`config.mk`:
```
export PLATFORM = sky130hd
export DESIGN_NAME = vend_txn_controller
export DESIGN_NICKNAME = d
export VERILOG_FILES = /design/src/rtl/vend_txn_controller.sv
export SDC_FILE = /design/constraint.sdc
export NUM_CORES = 1
export LEC_CHECK = 0
export ABC_AREA = 1
export BUFFER_PORTS_ARGS = -buffer_cell sky130_fd_sc_hd__clkbuf_2
export CAP_MARGIN = 25
export CORE_ASPECT_RATIO = 1.25
export CORE_MARGIN = 2
export CORE_UTILIZATION = 60
export DETAILED_ROUTE_END_ITERATION = 6
export PLACE_DENSITY = 0.82
export SYNTH_ARGS = -nofsm -noshare
export SYNTH_HDL_FRONTEND = slang
export SYNTH_SLANG_ARGS = --single-unit
export TNS_END_PERCENT = 1
```
`constraint.sdc`:
```
create_clock -name clk -period 5 [get_ports clk]
set_input_delay 0.5 -clock clk [delete_from_list [all_inputs] [get_ports clk]]
set_output_delay 0.5 -clock clk [all_outputs]
set_load 0.05 [all_outputs]
```
`src/rtl/vend_txn_controller.sv`:
```
// Vending transaction sequencer: coin credit, item vend authorisation, auto-return timer and greedy change dispense.
// Define VEND_AUDIT_EN to add the o_sales_total running sales counter.
module vend_txn_controller #(
  parameter int NUM_COINS   = 3,
  parameter int NUM_ITEMS   = 4,
  parameter int ITEM_PRICE0 = 400,
  parameter int ITEM_PRICE1 = 500,
  parameter int ITEM_PRICE2 = 1000,
  parameter int ITEM_PRICE3 = 2000,
  parameter int WAIT_CYCLES = 100,
  parameter int BAL_W       = 16,
  parameter int MAX_BALANCE = 10000
) (
  input  logic                 clk,
  input  logic                 reset,
  input  logic [NUM_COINS-1:0] i_input_coin,
  input  logic [NUM_ITEMS-1:0] i_select_item,
  input  logic                 i_trigger_return,
  input  logic                 i_return_ready,
  output logic                 o_return_valid,
  output logic [NUM_COINS-1:0] o_return_coin,
  output logic [NUM_ITEMS-1:0] o_output_item,
  output logic [NUM_ITEMS-1:0] o_available_item,
  output logic                 o_coin_reject,
  output logic [BAL_W-1:0]     o_balance,
  output logic [31:0]          o_wait_time,
  output logic                 o_busy
`ifdef VEND_AUDIT_EN
  ,
  output logic [31:0]          o_sales_total
`endif
);

  typedef enum logic [1:0] {IDLE, CREDIT, RETURN} state_e;

  state_e               state_q, state_d;
  logic [BAL_W-1:0]     balance_q, balance_d;
  logic [31:0]          wait_q, wait_d;
  logic                 valid_q, valid_d;
  logic                 reject_q, reject_d;
  logic [NUM_ITEMS-1:0] item_q, item_d;

  logic                 coinOneHot, coinAccept, coinReject, selValid, leaveCredit;
  logic [BAL_W:0]       coinSum;
  logic [BAL_W-1:0]     coinVal, selPrice, retVal;
  logic [NUM_COINS-1:0] retCoin;

  function automatic logic [BAL_W-1:0] coinValue(input logic [NUM_COINS-1:0] coin);
    logic [BAL_W-1:0] v;
    v = '0;
    for (int i = 0; i < NUM_COINS; i++) begin
      if (coin[i]) begin
        case (i)
          0:       v = BAL_W'(100);
          1:       v = BAL_W'(500);
          default: v = BAL_W'(1000);
        endcase
      end
    end
    return v;
  endfunction

  function automatic logic [BAL_W-1:0] itemPrice(input logic [NUM_ITEMS-1:0] item);
    logic [BAL_W-1:0] p;
    p = '0;
    for (int i = 0; i < NUM_ITEMS; i++) begin
      if (item[i]) begin
        case (i)
          0:       p = BAL_W'(ITEM_PRICE0);
          1:       p = BAL_W'(ITEM_PRICE1);
          2:       p = BAL_W'(ITEM_PRICE2);
          default: p = BAL_W'(ITEM_PRICE3);
        endcase
      end
    end
    return p;
  endfunction

  always_comb begin
    coinOneHot  = $onehot(i_input_coin) && (state_q != RETURN);
    coinVal     = coinValue(i_input_coin);
    coinSum     = {1'b0, balance_q} + {1'b0, coinVal};
    coinAccept  = coinOneHot && (coinSum <= (BAL_W+1)'(MAX_BALANCE));
    coinReject  = coinOneHot && !(coinSum <= (BAL_W+1)'(MAX_BALANCE));
    // A pending timeout behaves like a return request: coins still count, selects are dropped.
    leaveCredit = i_trigger_return || (wait_q == 32'd0);
    selPrice    = itemPrice(i_select_item);
    selValid    = (state_q == CREDIT) && !leaveCredit && $onehot(i_select_item) &&
                  (selPrice <= balance_q);
    if (balance_q >= BAL_W'(1000))     retCoin = NUM_COINS'(3'b100);
    else if (balance_q >= BAL_W'(500)) retCoin = NUM_COINS'(3'b010);
    else                               retCoin = NUM_COINS'(3'b001);
    retVal = coinValue(retCoin);
  end

  always_comb begin
    state_d   = state_q;
    balance_d = balance_q;
    wait_d    = wait_q;
    valid_d   = 1'b0;
    reject_d  = coinReject;
    item_d    = '0;
    case (state_q)
      IDLE: begin
        wait_d = 32'(WAIT_CYCLES);
        if (coinAccept) begin
          balance_d = coinSum[BAL_W-1:0];
          state_d   = CREDIT;
        end
      end
      CREDIT: begin
        balance_d = balance_q + (coinAccept ? coinVal : '0) - (selValid ? selPrice : '0);
        item_d    = selValid ? i_select_item : '0;
        if (leaveCredit) begin
          state_d = RETURN;
          wait_d  = 32'(WAIT_CYCLES);
        end else if (coinAccept || selValid) begin
          wait_d = 32'(WAIT_CYCLES);
        end else begin
          wait_d = wait_q - 32'd1;
        end
      end
      RETURN: begin
        wait_d = 32'(WAIT_CYCLES);
        // After each accepted coin valid drops for a cycle so the next coin sees the updated balance.
        if (valid_q) begin
          if (i_return_ready) begin
            balance_d = balance_q - retVal;
            if (balance_q == retVal) state_d = IDLE;
          end else begin
            valid_d = 1'b1;
          end
        end else if (balance_q == '0) begin
          state_d = IDLE;
        end else begin
          valid_d = 1'b1;
        end
      end
      default: state_d = IDLE;
    endcase
  end

  always_ff @(posedge clk or posedge reset) begin
    if (reset) begin
      state_q   <= IDLE;
      balance_q <= '0;
      wait_q    <= 32'(WAIT_CYCLES);
      valid_q   <= 1'b0;
      reject_q  <= 1'b0;
      item_q    <= '0;
    end else begin
      state_q   <= state_d;
      balance_q <= balance_d;
      wait_q    <= wait_d;
      valid_q   <= valid_d;
      reject_q  <= reject_d;
      item_q    <= item_d;
    end
  end

  always_comb begin
    for (int i = 0; i < NUM_ITEMS; i++) begin
      o_available_item[i] = (state_q == CREDIT) &&
                            (itemPrice(NUM_ITEMS'(1) << i) <= balance_q);
    end
  end

  assign o_return_valid = valid_q;
  assign o_return_coin  = valid_q ? retCoin : '0;
  assign o_output_item  = item_q;
  assign o_coin_reject  = reject_q;
  assign o_balance      = balance_q;
  assign o_wait_time    = wait_q;
  assign o_busy         = (state_q == RETURN);

`ifdef VEND_AUDIT_EN
  logic [31:0] sales_q;

  always_ff @(posedge clk or posedge reset) begin
    if (reset) sales_q <= '0;
    else       sales_q <= sales_q + 32'(itemPrice(item_q));
  end

  assign o_sales_total = sales_q;
`endif

endmodule

```
# Word level (Yosys, flattened, before mapping)
# Index checks and enable logic that the tools add are counted.
# W data, S select, Z words.
word_totals:
  ff_bits: 56
  word_cells: 94
classes:
  n_addsub: 10
  magnitude_cmp: 8
  n_eq_ne: 13
  mux: 35
  n_reduce_logical: 22
op_table:
  columns: ["operator", "n"]
  rows:
  - ["$mux W16", 12]
  - ["$mux W32", 2]
  - ["$pmux W32 S2", 1]
  - ["$pmux W16 S3", 1]
  - ["$le A9 B16 Y1 const A", 2]
  - ["$logic_not A32 Y1", 1]
  - ["$sub A16 B16 Y16", 2]
  - ["$sub A32 B1 Y32 const B", 1]
  - ["$add A16 B16 Y17", 1]
  - ["$le A17 B14 Y1 const B", 1]
  - ["$add A16 B16 Y16", 1]
  - ["$eq A16 B16 Y1", 1]
  - ["$ge A16 B10 Y1 const B", 1]
  - ["$ge A16 B9 Y1 const B", 1]
  - ["$le A10 B16 Y1 const A", 1]
  - ["$le A11 B16 Y1 const A", 1]
  - ["$le A16 B16 Y1", 1]
  - ["$logic_not A16 Y1", 1]
  - ["$mux W2", 7]
  - ["$mux W7", 2]
  - ["$logic_and A1 B1 Y1", 10]
  - ["$mux W9", 1]
  - ["$mux W4", 2]
  - ["$ne A2 B2 Y1 const B", 4]
  - ["other kinds (21)", 30]

# Depth between registers and ports, before layout
depth:
  ltp_word: 11
  ltp_mapped: 35

# Worst setup path before layout
# No wires, ideal clock.
synth_path:
  kind: "reg-to-reg"
  start: "register balance_q[3], in the netlist o_balance[3]"
  end: "register balance_q[15], in the netlist o_balance[15]"
  setup_ns: 0.066
  arrival_ns: 4.559
  required_ns: 4.934
  slack_ns: 0.376
  path_stages_with_launch: 30
  period_less_slack_ns: 4.624
  cell_sequence: "dfrtp_1 -> inv_1 -> fa_1 -> inv_1 -> nand3_1 -> nand2_1 -> nand2_1 -> nand2_2 -> nand3_1 -> nand2_1 -> nand3_1 -> nor2_2 -> nand3_4 -> inv_1 -> nand2_1 -> fa_1 -> inv_1 -> ha_1 -> nand2_1 -> o21ai_0 -> nand2_1 -> nand2_1 -> nand3_1 -> nand3_1 -> nand2_1 -> o21ai_0 -> nand2_1 -> nand2_1 -> nand3_1 -> nand2_1"
synth_between:
  elab_chain_len: 10
synth_rtl:
  columns: ["element", "line_no", "source"]
  rows:
  - ["from (decl)", "37", "logic [BAL_W-1:0] balance_q, balance_d;"]
  - ["from (signal assigned)", "153", "balance_q <= balance_d;"]
  - ["branches (longest 10 deep; another with $add A16 B16 Y17)", null, null]
# Several ways; the timed one is not identified. The select of a mux whose other input is x is not followed.
# A chain may end at the register's enable or synchronous reset.

# Final worst setup path
layout_path:
  start: "input port i_input_coin[1]"
  end: "register balance_q[6], in the netlist o_balance[6]"
layout_between:
  elab_chain_len: 9
layout_rtl:
  columns: ["element", "line_no", "source"]
  rows:
  - ["from (decl)", "16", "input logic [NUM_COINS-1:0] i_input_coin,"]
  - ["$mux W16 / $add A1 B1 Y2 (equally long branches)", "52, 80", null]
  - ["$mux W16 / $add A2 B1 Y2 (equally long branches)", "52, 80", null]
  - ["$add A16 B16 Y17 / $eq A2 B1 Y1 (equally long branches)", "82, 80", null]
  - ["$le A17 B14 Y1 / $logic_and A1 B1 Y1 (equally long branches)", "83, 80", null]
  - ["$logic_and A1 B1 Y1", "83", "coinAccept = coinOneHot && (coinSum <= (BAL_W+1)'(MAX_BALANCE));"]
  - ["$mux W16", "112", "balance_d = balance_q + (coinAccept ? coinVal : '0) - (selValid ? selPrice : '0);"]
  - ["$add A16 B16 Y16", "112", null]
  - ["$sub A16 B16 Y16", "112", null]
  - ["$pmux W16 S3", "103", "case (state_q)"]
# Several ways; a longest one is shown, not always the timed one. The select of a mux whose other input is x is not followed.

==> metrics.yaml <==
switching_power_w: 0.00254
wl_per_cell_um: 16.2
synthSimpleGateAreaFrac_pct: 33.5
dieArea_sq_um: 10900
core_sq_um: 9710
worstMarginPinSlew_ns: 0.839
hold_buffers: 0
syn_inst: 895
start_util_pct: 62.0
drt-pass1-iter-count: 5
netlist_area_sq_um: 6020
n_antenna_cell: 0
cp_data_arrival_time_ns: 4.77
max_stage_delay_ns: 0.54
vdd_drop_max_v: 0.000421
finalNetCount: 1069
fillCellCount: 921
internal-power_w: 0.00179
grt_pass1_wl_um: 28900
crit_fanout: 6
setup_viol: 0
rows: 40
synth.avg_cell_area_sq_um: 6.72
post-place-ws_ns: 0.0663
cts_buffers: 5
seqCellArea_sq_um: 1410
clk_latency_ns: 0.31
via_per_inst: 5.74
grt_overflow: 0
die_w_um: 93.6
ys.warnings.count: 0
numPortBuffers: 72
synth_xor_xnor_area_share_pct: 4.78
synth-compound-area-share_pct: 13.3
status: "finished, final reports clean"
vias: 6411
fin_util_pct: 70.2
first_global_vias: 5980
multi_input_area_sq_um: 4070
p_leak_nw: 3.67
end_kind: "flop"
grt_usage_pct: 34.1
dp_hpwl_um: 14300
post_cts_buffers: 0
crit_top_cell: "nand2_1"
p_sw_share_pct: 58.6
die_y_um: 116
tritoncts: "done"
ant_nets: 0
ios: 73
synth_top_family_by_area: "simple AND/OR/NAND/NOR gates"
finalCriticalPeriod_ns: 4.57
crit_required_ns: 5.20
finalWeightedCongestion: 0.982
seqPwrFrac_pct: 15.0
synth_fa_ha_area_share_pct: 15.8
clk_path_buf_depth: 2
area_delta_synth_final_pct: 13.3
cap_violations: 0
critical_path_class: "in2reg"
muxShareOfSynthArea_pct: 0
cp-start-kind: "input port"
route.detailed.drc: 0
layout-drive-gt1-share_pct: 14.8
final.setup_skew_ns: 0.0104
holdWs_ns: 0.381
hold_viol_final: 0
grt_max_degree: 57
clkPwrFrac_pct: 8.5
clk_pin_slew_worst_paths_ns: 0.08
synthDistinctLibCells: 46
slew_headroom_pct: 44.1
cts-root-buf: "clkbuf_16"
yosysSeqAreaShare_pct: 23.4
p_comb_share_pct: 76.5
cpMaxStageDelayCell: "fa_1"
synth-seq-cells: 56
fmax_ghz: 0.219
antenna_found_initial: 0
clock_sinks: 56
finalWorstSetupSlack_ns: 0.429
first_iter_violations: 461
p_total_w: 0.00433
p_per_area_nw_per_um2: 635
final.setup.tns_ns: 0
maxSlewViolCount: 0
wirelength_um: 18100
htreeDepth: 2
fin_crit_sh_pct: 91.4
hold_class: "in2async"
power by group through the flow:
stage	combinational, W	clock [W]	sequential (W)
2_1_floorplan	0.00214	0	0.000883
3_3_place_gp	0.00320	0	0.000654
3_5_place_dp	0.00323	0	0.000654
4_1_cts	0.00325	0.000377	0.000645
5_1_grt	0.00365	0.000396	0.000658
6_report	0.00331	0.000370	0.000650
what timing repair did:
item	4_1_cts	5_1_grt
endpoints found under the setup margin	0	8
endpoints found under the hold margin	0	0
resized for setup	0	3
Yosys cell counts, drive strengths merged:
cell type | n | share of area [%]
a211oi | 1 | 0.12
a21boi | 4 | 0.69
a21o | 2 | 0.25
a21oi | 53 | 4.4
a31oi | 9 | 0.94
and3 | 1 | 0.10
buf | 7 | 1.2
clkbuf | 11 | 0.69
conb | 1 | 0.062
dfrtp | 53 | 22
dfstp | 3 | 1.3
fa | 12 | 4.0
ha | 57 | 12
inv | 117 | 7.3
nand2 | 242 | 16
nand3 | 77 | 6.7
nand3b | 5 | 0.62
nand4 | 14 | 1.5
nor2 | 103 | 6.8
nor3 | 12 | 1.4
nor3b | 2 | 0.25
nor4 | 5 | 0.52
o211ai | 1 | 0.12
o21a | 2 | 0.25
o21ai | 65 | 6.0
o21bai | 1 | 0.12
o31ai | 2 | 0.25
o32ai | 1 | 0.15
xnor2 | 13 | 1.9
xor2 | 19 | 2.9
worst max-delay path, delay by kind of cell:
| family | cells | cell delay, ns |
|---|---|---|
| AND/OR/NAND/NOR | 16 | 1.73 |
| buffers and inverters | 7 | 0.65 |
| AO/OA/AOI/OAI | 3 | 0.59 |
| adder cells (fa/ha/maj) | 3 | 1.27 |
routing by layer:
metal  global-route usage [%]  share of wire (%)
met1                     38.3                 37
met2                     60.2                 48
met3                     4.29                7.3
met4                     23.0                7.7
met5                        0                  0
through the flow:
step           cells  area, sq um
2_1_floorplan    896         6020
3_3_place_gp    1108         6670
3_5_place_dp    1108         6670
4_1_cts         1116         6810
5_1_grt         1116         6820
6_report        1116         6820
final timing paths:
check / startpoint / endpoint / slack, ns / depth (start not counted)
setup / recovery: i_input_coin[1] / o_balance[6] / 0.43 / 29
hold / removal: reset / o_balance[0] / 0.38 / 3
setup reg to reg: o_balance[2] / o_balance[6] / 0.61 / 27
hold reg to reg: o_wait_time[0] / o_wait_time[0] / 0.51 / 1
max in group asynchronous: reset / o_balance[12] / 4.10 / 3
min in group clk: i_return_ready / o_return_valid / 0.48 / 4
cell type report:
type                            count  area share (%)
Clock inverter                      3           0.330
Timing Repair Buffer              104            8.81
Multi-Input combinational cell    705            59.7
Tap cell                          126            2.31
Clock buffer                        5            1.84
Inverter                          117            6.44
Sequential cell                    56            20.6
flip-flops by register name, summed over array words and instances (netlist names):
signal          cells
o_return_valid      1
o_wait_time        32
o_coin_reject       1
state_q             2
o_output_item       4
o_balance          16
kinds of logic (layout without fill, tap and decap cells):
logic type      Yosys count  in the layout
compound gates          141            141
xor+xnor                 32             32
fa+ha+maj                69             69
buf+inv                 135            229
flops                    56             56
other cells               1              2
simple gates            461            461
layout by cell type (no fill, tap or decap), drive strengths merged:
| cell | Yosys | layout |
|---|---|---|
| ha | 57 | 57 |
| clkbuf | 11 | 77 |
| buf | 7 | 32 |
| xnor2 | 13 | 13 |
| nor3 | 12 | 12 |
| conb | 1 | 2 |
| a31oi | 9 | 9 |
| inv | 117 | 118 |
| a21oi | 53 | 53 |
| a21o | 2 | 2 |
| a21boi | 4 | 4 |
| nand2 | 242 | 242 |
| o21bai | 1 | 1 |
| dfrtp | 53 | 53 |
| xor2 | 19 | 19 |
| o21a | 2 | 2 |
| o21ai | 65 | 65 |
| o211ai | 1 | 1 |
| nand3 | 77 | 77 |
| dfstp | 3 | 3 |
| nor4 | 5 | 5 |
| clkinv | 0 | 2 |
| nor3b | 2 | 2 |
| fa | 12 | 12 |
| nand3b | 5 | 5 |
| o32ai | 1 | 1 |
| a211oi | 1 | 1 |
| nand4 | 14 | 14 |
| o31ai | 2 | 2 |
| nor2 | 103 | 103 |
| and3 | 1 | 1 |
Power figures use the tool's default switching activity.
